<file path="src/rtl/uart_tx_fifo.sv">
// uart_tx_fifo: small byte FIFO feeding an 8N1/8N2 UART serialiser.
// The line idles high; one idle-high clock separates back-to-back frames.
module uart_tx_fifo #(
    parameter int CLKS_PER_BIT = 16,
    parameter int FIFO_DEPTH   = 4,
    parameter int STOP_BITS    = 1
) (
    input  logic                          clk,
    input  logic                          rst_n,
    input  logic [7:0]                    i_tx_data,
    input  logic                          i_tx_valid,
    output logic                          o_tx_ready,
    output logic                          o_tx,
    output logic                          o_busy,
    output logic                          o_done,
    output logic [$clog2(FIFO_DEPTH):0]   o_fifo_count
);
    localparam int PW = $clog2(FIFO_DEPTH);
    localparam int CW = $clog2(CLKS_PER_BIT * STOP_BITS);
    localparam logic [CW-1:0] BIT_LAST  = CW'(CLKS_PER_BIT - 1);
    localparam logic [CW-1:0] STOP_LAST = CW'(CLKS_PER_BIT * STOP_BITS - 1);

    typedef enum logic [1:0] {S_IDLE, S_START, S_DATA, S_STOP} state_t;

    state_t        r_state;
    logic [7:0]    r_mem [FIFO_DEPTH];
    logic [PW-1:0] r_wr_ptr, r_rd_ptr;
    logic [PW:0]   r_count;
    logic [CW-1:0] r_clk_cnt;
    logic [2:0]    r_bit_cnt;
    logic [7:0]    r_shift;
    logic          r_tx, r_done;
    logic          w_push, w_pop;

    assign o_tx_ready   = r_count < (PW+1)'(FIFO_DEPTH);
    assign w_push       = i_tx_valid && o_tx_ready;
    assign w_pop        = (r_state == S_IDLE) && (r_count != '0);
    assign o_tx         = r_tx;
    assign o_busy       = r_state != S_IDLE;
    assign o_done       = r_done;
    assign o_fifo_count = r_count;

    always_ff @(posedge clk)
        if (w_push) r_mem[r_wr_ptr] <= i_tx_data;

    always_ff @(posedge clk or negedge rst_n) begin
        if (!rst_n) begin
            r_wr_ptr <= '0;
            r_rd_ptr <= '0;
            r_count  <= '0;
        end else begin
            if (w_push) r_wr_ptr <= r_wr_ptr + PW'(1);
            if (w_pop) r_rd_ptr <= r_rd_ptr + PW'(1);
            if (w_push != w_pop) r_count <= w_push ? r_count + (PW+1)'(1) : r_count - (PW+1)'(1);
        end
    end

    // tx is registered: each transition sets the level the line holds next
    always_ff @(posedge clk or negedge rst_n) begin
        if (!rst_n) begin
            r_state   <= S_IDLE;
            r_tx      <= 1'b1;
            r_done    <= 1'b0;
            r_clk_cnt <= '0;
            r_bit_cnt <= '0;
            r_shift   <= '0;
        end else begin
            r_done <= 1'b0;
            case (r_state)
                S_IDLE:
                    if (w_pop) begin
                        r_shift   <= r_mem[r_rd_ptr];
                        r_clk_cnt <= '0;
                        r_tx      <= 1'b0;
                        r_state   <= S_START;
                    end
                S_START:
                    if (r_clk_cnt == BIT_LAST) begin
                        r_clk_cnt <= '0;
                        r_bit_cnt <= '0;
                        r_tx      <= r_shift[0];
                        r_state   <= S_DATA;
                    end else r_clk_cnt <= r_clk_cnt + CW'(1);
                S_DATA:
                    if (r_clk_cnt == BIT_LAST) begin
                        r_clk_cnt <= '0;
                        r_shift   <= r_shift >> 1;
                        r_bit_cnt <= r_bit_cnt + 3'd1;
                        r_tx      <= (r_bit_cnt == 3'd7) ? 1'b1 : r_shift[1];
                        r_state   <= (r_bit_cnt == 3'd7) ? S_STOP : S_DATA;
                    end else r_clk_cnt <= r_clk_cnt + CW'(1);
                S_STOP:
                    if (r_clk_cnt == STOP_LAST) begin
                        r_clk_cnt <= '0;
                        r_done    <= 1'b1;
                        r_state   <= S_IDLE;
                    end else r_clk_cnt <= r_clk_cnt + CW'(1);
                default: r_state <= S_IDLE;
            endcase
        end
    end
endmodule

</file>
<file path="config.mk">
export PLATFORM = sky130hd
export DESIGN_NAME = uart_tx_fifo
export DESIGN_NICKNAME = d
export VERILOG_FILES = /design/src/rtl/uart_tx_fifo.sv
export SDC_FILE = /design/constraint.sdc
export NUM_CORES = 1
export LEC_CHECK = 0
export ABC_AREA = 1
export BUFFER_PORTS_ARGS = -buffer_cell sky130_fd_sc_hd__clkbuf_2
export CAP_MARGIN = 20
export CELL_PAD_IN_SITES_DETAIL_PLACEMENT = 0
export CELL_PAD_IN_SITES_GLOBAL_PLACEMENT = 1
export CORE_ASPECT_RATIO = 1.2
export CORE_UTILIZATION = 30
export DETAILED_ROUTE_END_ITERATION = 12
export GPL_TIMING_DRIVEN = 0
export MAX_ROUTING_LAYER = met4
export PLACE_DENSITY_LB_ADDON = 0.1
export SLEW_MARGIN = 20
export SYNTH_ARGS = -nofsm -noshare
export SYNTH_HDL_FRONTEND = slang
export SYNTH_SLANG_ARGS = --single-unit
</file>
<file path="constraint.sdc">
create_clock -name clk -period 1.57 [get_ports clk]
set_input_delay 0.2355 -clock clk [delete_from_list [all_inputs] [get_ports clk]]
set_output_delay 0.2355 -clock clk [all_outputs]
set_load 0.005 [all_outputs]
</file>
==> flow_summary.json <==
{
  "outcome": "finished clean",
  "ir_drop_mv": 0.6521,
  "setup_viol": 0,
  "wire_per_inst_um": 13.21,
  "drv_slew": 0,
  "synthesis.instances": 273,
  "synth_area_leaders": "edfxtp_1, dfrtp_1, nand2_1",
  "final_cell_mix": "nand2_1, edfxtp_1, inv_1, dfrtp_1, nand3_1",
  "finish.instance_area_um2": 3296,
  "synth_nets": 297,
  "gr-usage-all-layers": 0.1429,
  "syn_area_um2": 2713,
  "postRouteAntennaNets": 0,
  "place_area_um2": 2944,
  "grt_pass1_wl_um": 9390,
  "path_max_fanout": 8,
  "grt_max_degree": 27,
  "routed_wl_um": 5629,
  "end_kind": "flop",
  "min_path_type": "input port to flop",
  "firstDrtPassIters": 4,
  "grt_overflow": 0,
  "antenna_cells": 0,
  "gp_congestion": 0.7047,
  "synth_ff_type": "edfxtp_1",
  "synthDistinctLibCells": 25,
  "criticalPathCategory": "flop to flop",
  "cts_sinks": 58,
  "antenna_found_initial": 0,
  "timing.fmax_mhz": 667.1,
  "syn2layout_area_growth_pct": 21.49,
  "fin_hold_ws_ns": 0.1144,
  "mostFrequentLayoutCell": "nand2_1",
  "synth_edf_count": 32,
  "tightest_slew_ns": 0.6898,
  "setup_slack_ns": 0.07092,
  "p_per_area_nw_per_um2": 1271,
  "coreArea_um2": 8657,
  "synth_seq_area_share": 0.5946,
  "drtIter0Drc": 46,
  "row_count": 37,
  "rsz0062_at_grt": "true",
  "cts_buffers": 9,
  "synth_top_area_frac": 0.3542,
  "drc": 0,
  "hold_viol": 0,
  "synth_top_cell_by_area": "edfxtp_1",
  "final_nets": 328,
  "clock-skew-final_ns": 0.01687,
  "insertion_delay_ns": 0.35,
  "clockBufferDepth": 2,
  "die_h_um": 106.2,
  "avgSynthCellArea_um2": 9.936,
  "clk_pin_slew_worst_paths_ns": 0.08,
  "async_flop_share": 0.4483,
  "dp_hpwl_um": 3751,
  "start_util": 0.3133,
  "die_area_um2": 9428,
  "whs_path_depth": 1,
  "clockRootBuffer": "clkbuf_8",
  "cts_tree": "built",
  "synth_warnings": 0,
  "via_count": 1820,
  "port_buffers": 17,
  "ys_ff_latch": 58,
  "cap_viol_max_count": 0,
  "drive_gt1_frac": 0.2168,
  "die_w_um": 88.81,
  "startpoint_type": "flop",
  "dpl_worst_slack_ns": -0.2729,
  "htree_levels": 3,
  "slew_headroom": 0.5401,
  "viasPerCell": 4.272,
  "reg2reg_depth": 6,
  "ios": 18,
  "crit_arrival_ns": 1.74,
  "p_leak_uw": 0.001453,
  "crit_required_ns": 1.81,
  "grt_pass1_vias": 1831,
  "finish.utilization": 0.3807,
  "fin_crit_sh": 0.9548,
  "finalCriticalPeriod_ns": 1.499
}
[state kept, by name, summed over array words and instances, names as in the netlist]
name and count:
r_mem 32, r_shift 8, r_clk_cnt 4, o_fifo_count 3, r_bit_cnt 3, r_rd_ptr 2
r_state 2, r_wr_ptr 2, o_done 1, o_tx 1
[timing repair]
action | in CTS | in global routing
endpoints found under the setup margin | 41 | 37
setup buffers | 0 | 1
hold buffers | 1 | 0
endpoints found under the hold margin | 25 | 0
gates resized for setup | 9 | 19
gates cloned | 0 | 1
pin swaps | 0 | 1
[area by class of cell]
cell class              count  area [µm²]
multi-input cells         175        1011
plain buffers               7       57.56
inverters                  33       123.9
clock buffers              10       127.6
fillers                   901        5361
clock inverters             6       105.1
well taps                 117       146.4
repair buffers             20       110.1
flip-flops and latches     58        1614
[Yosys cell counts, drive strengths merged (4+ instances only)]
library cell / count
o211ai: 4
buf: 7
xor2: 5
nand3: 25
inv: 33
dfrtp: 25
a21oi: 6
edfxtp: 32
nor2: 28
o21ai: 12
ha: 12
nand2: 79
[per-stage QoR]
stage / TNS [ns] / cells / total power [µW]
6_report: 0 / 426 / 4188
3_3_place_gp: -7.770 / 407 / 2520
4_1_cts: -0.3863 / 424 / 4218
2_1_floorplan: 0 / 273 / 2306
5_1_grt: -0.02691 / 426 / 4417
3_5_place_dp: -7.383 / 407 / 2515
[power breakdown]
group,total [µW],switching [µW],internal [µW],leakage (µW)
registers,1920,103,1820,0.000612
clock network,1660,611,1040,0.000112
logic,608,401,207,0.000730
[final timing paths]
check | startpoint | endpoint | slack (ns)
worst max-delay path | o_fifo_count[2] | o_fifo_count[2] | 0.07
worst min-delay path | i_tx_data[1] | r_mem[0][1] | 0.11
worst max register to register | o_fifo_count[2] | o_fifo_count[2] | 0.07
worst min register to register | r_shift[1] | r_shift[1] | 0.48
max in group asynchronous | rst_n | r_state[1] | 0.62
min in group asynchronous | rst_n | r_clk_cnt[3] | 0.46
[routing by layer]
metal,wire [µm],GRT usage
met5,0,-
met3,127,0.03028
met4,133,0.07258
met2,2900,0.2357
met1,2468,0.1615
[kinds of logic (layout without fill, tap and decap cells)]
kind of cell | after synthesis | after routing | share of synthesized area
buf+inv | 40 | 76 | 0.06412
simple gates | 132 | 132 | 0.2108
xor+xnor | 5 | 5 | 0.01614
fa+ha+maj | 13 | 13 | 0.06273
flops | 58 | 58 | 0.5946
compound gates | 25 | 25 | 0.05166
[critical path, stage by stage, from the launching register on]
cell and delay, ns:
dfrtp_1 0.42, inv_1 0.14, nand2_4 0.14, fa_1 0.40, xor2_1 0.17, nand2_1 0.07
o21ai_1 0.05
Note: power is estimated with default switching activity, not from simulation.
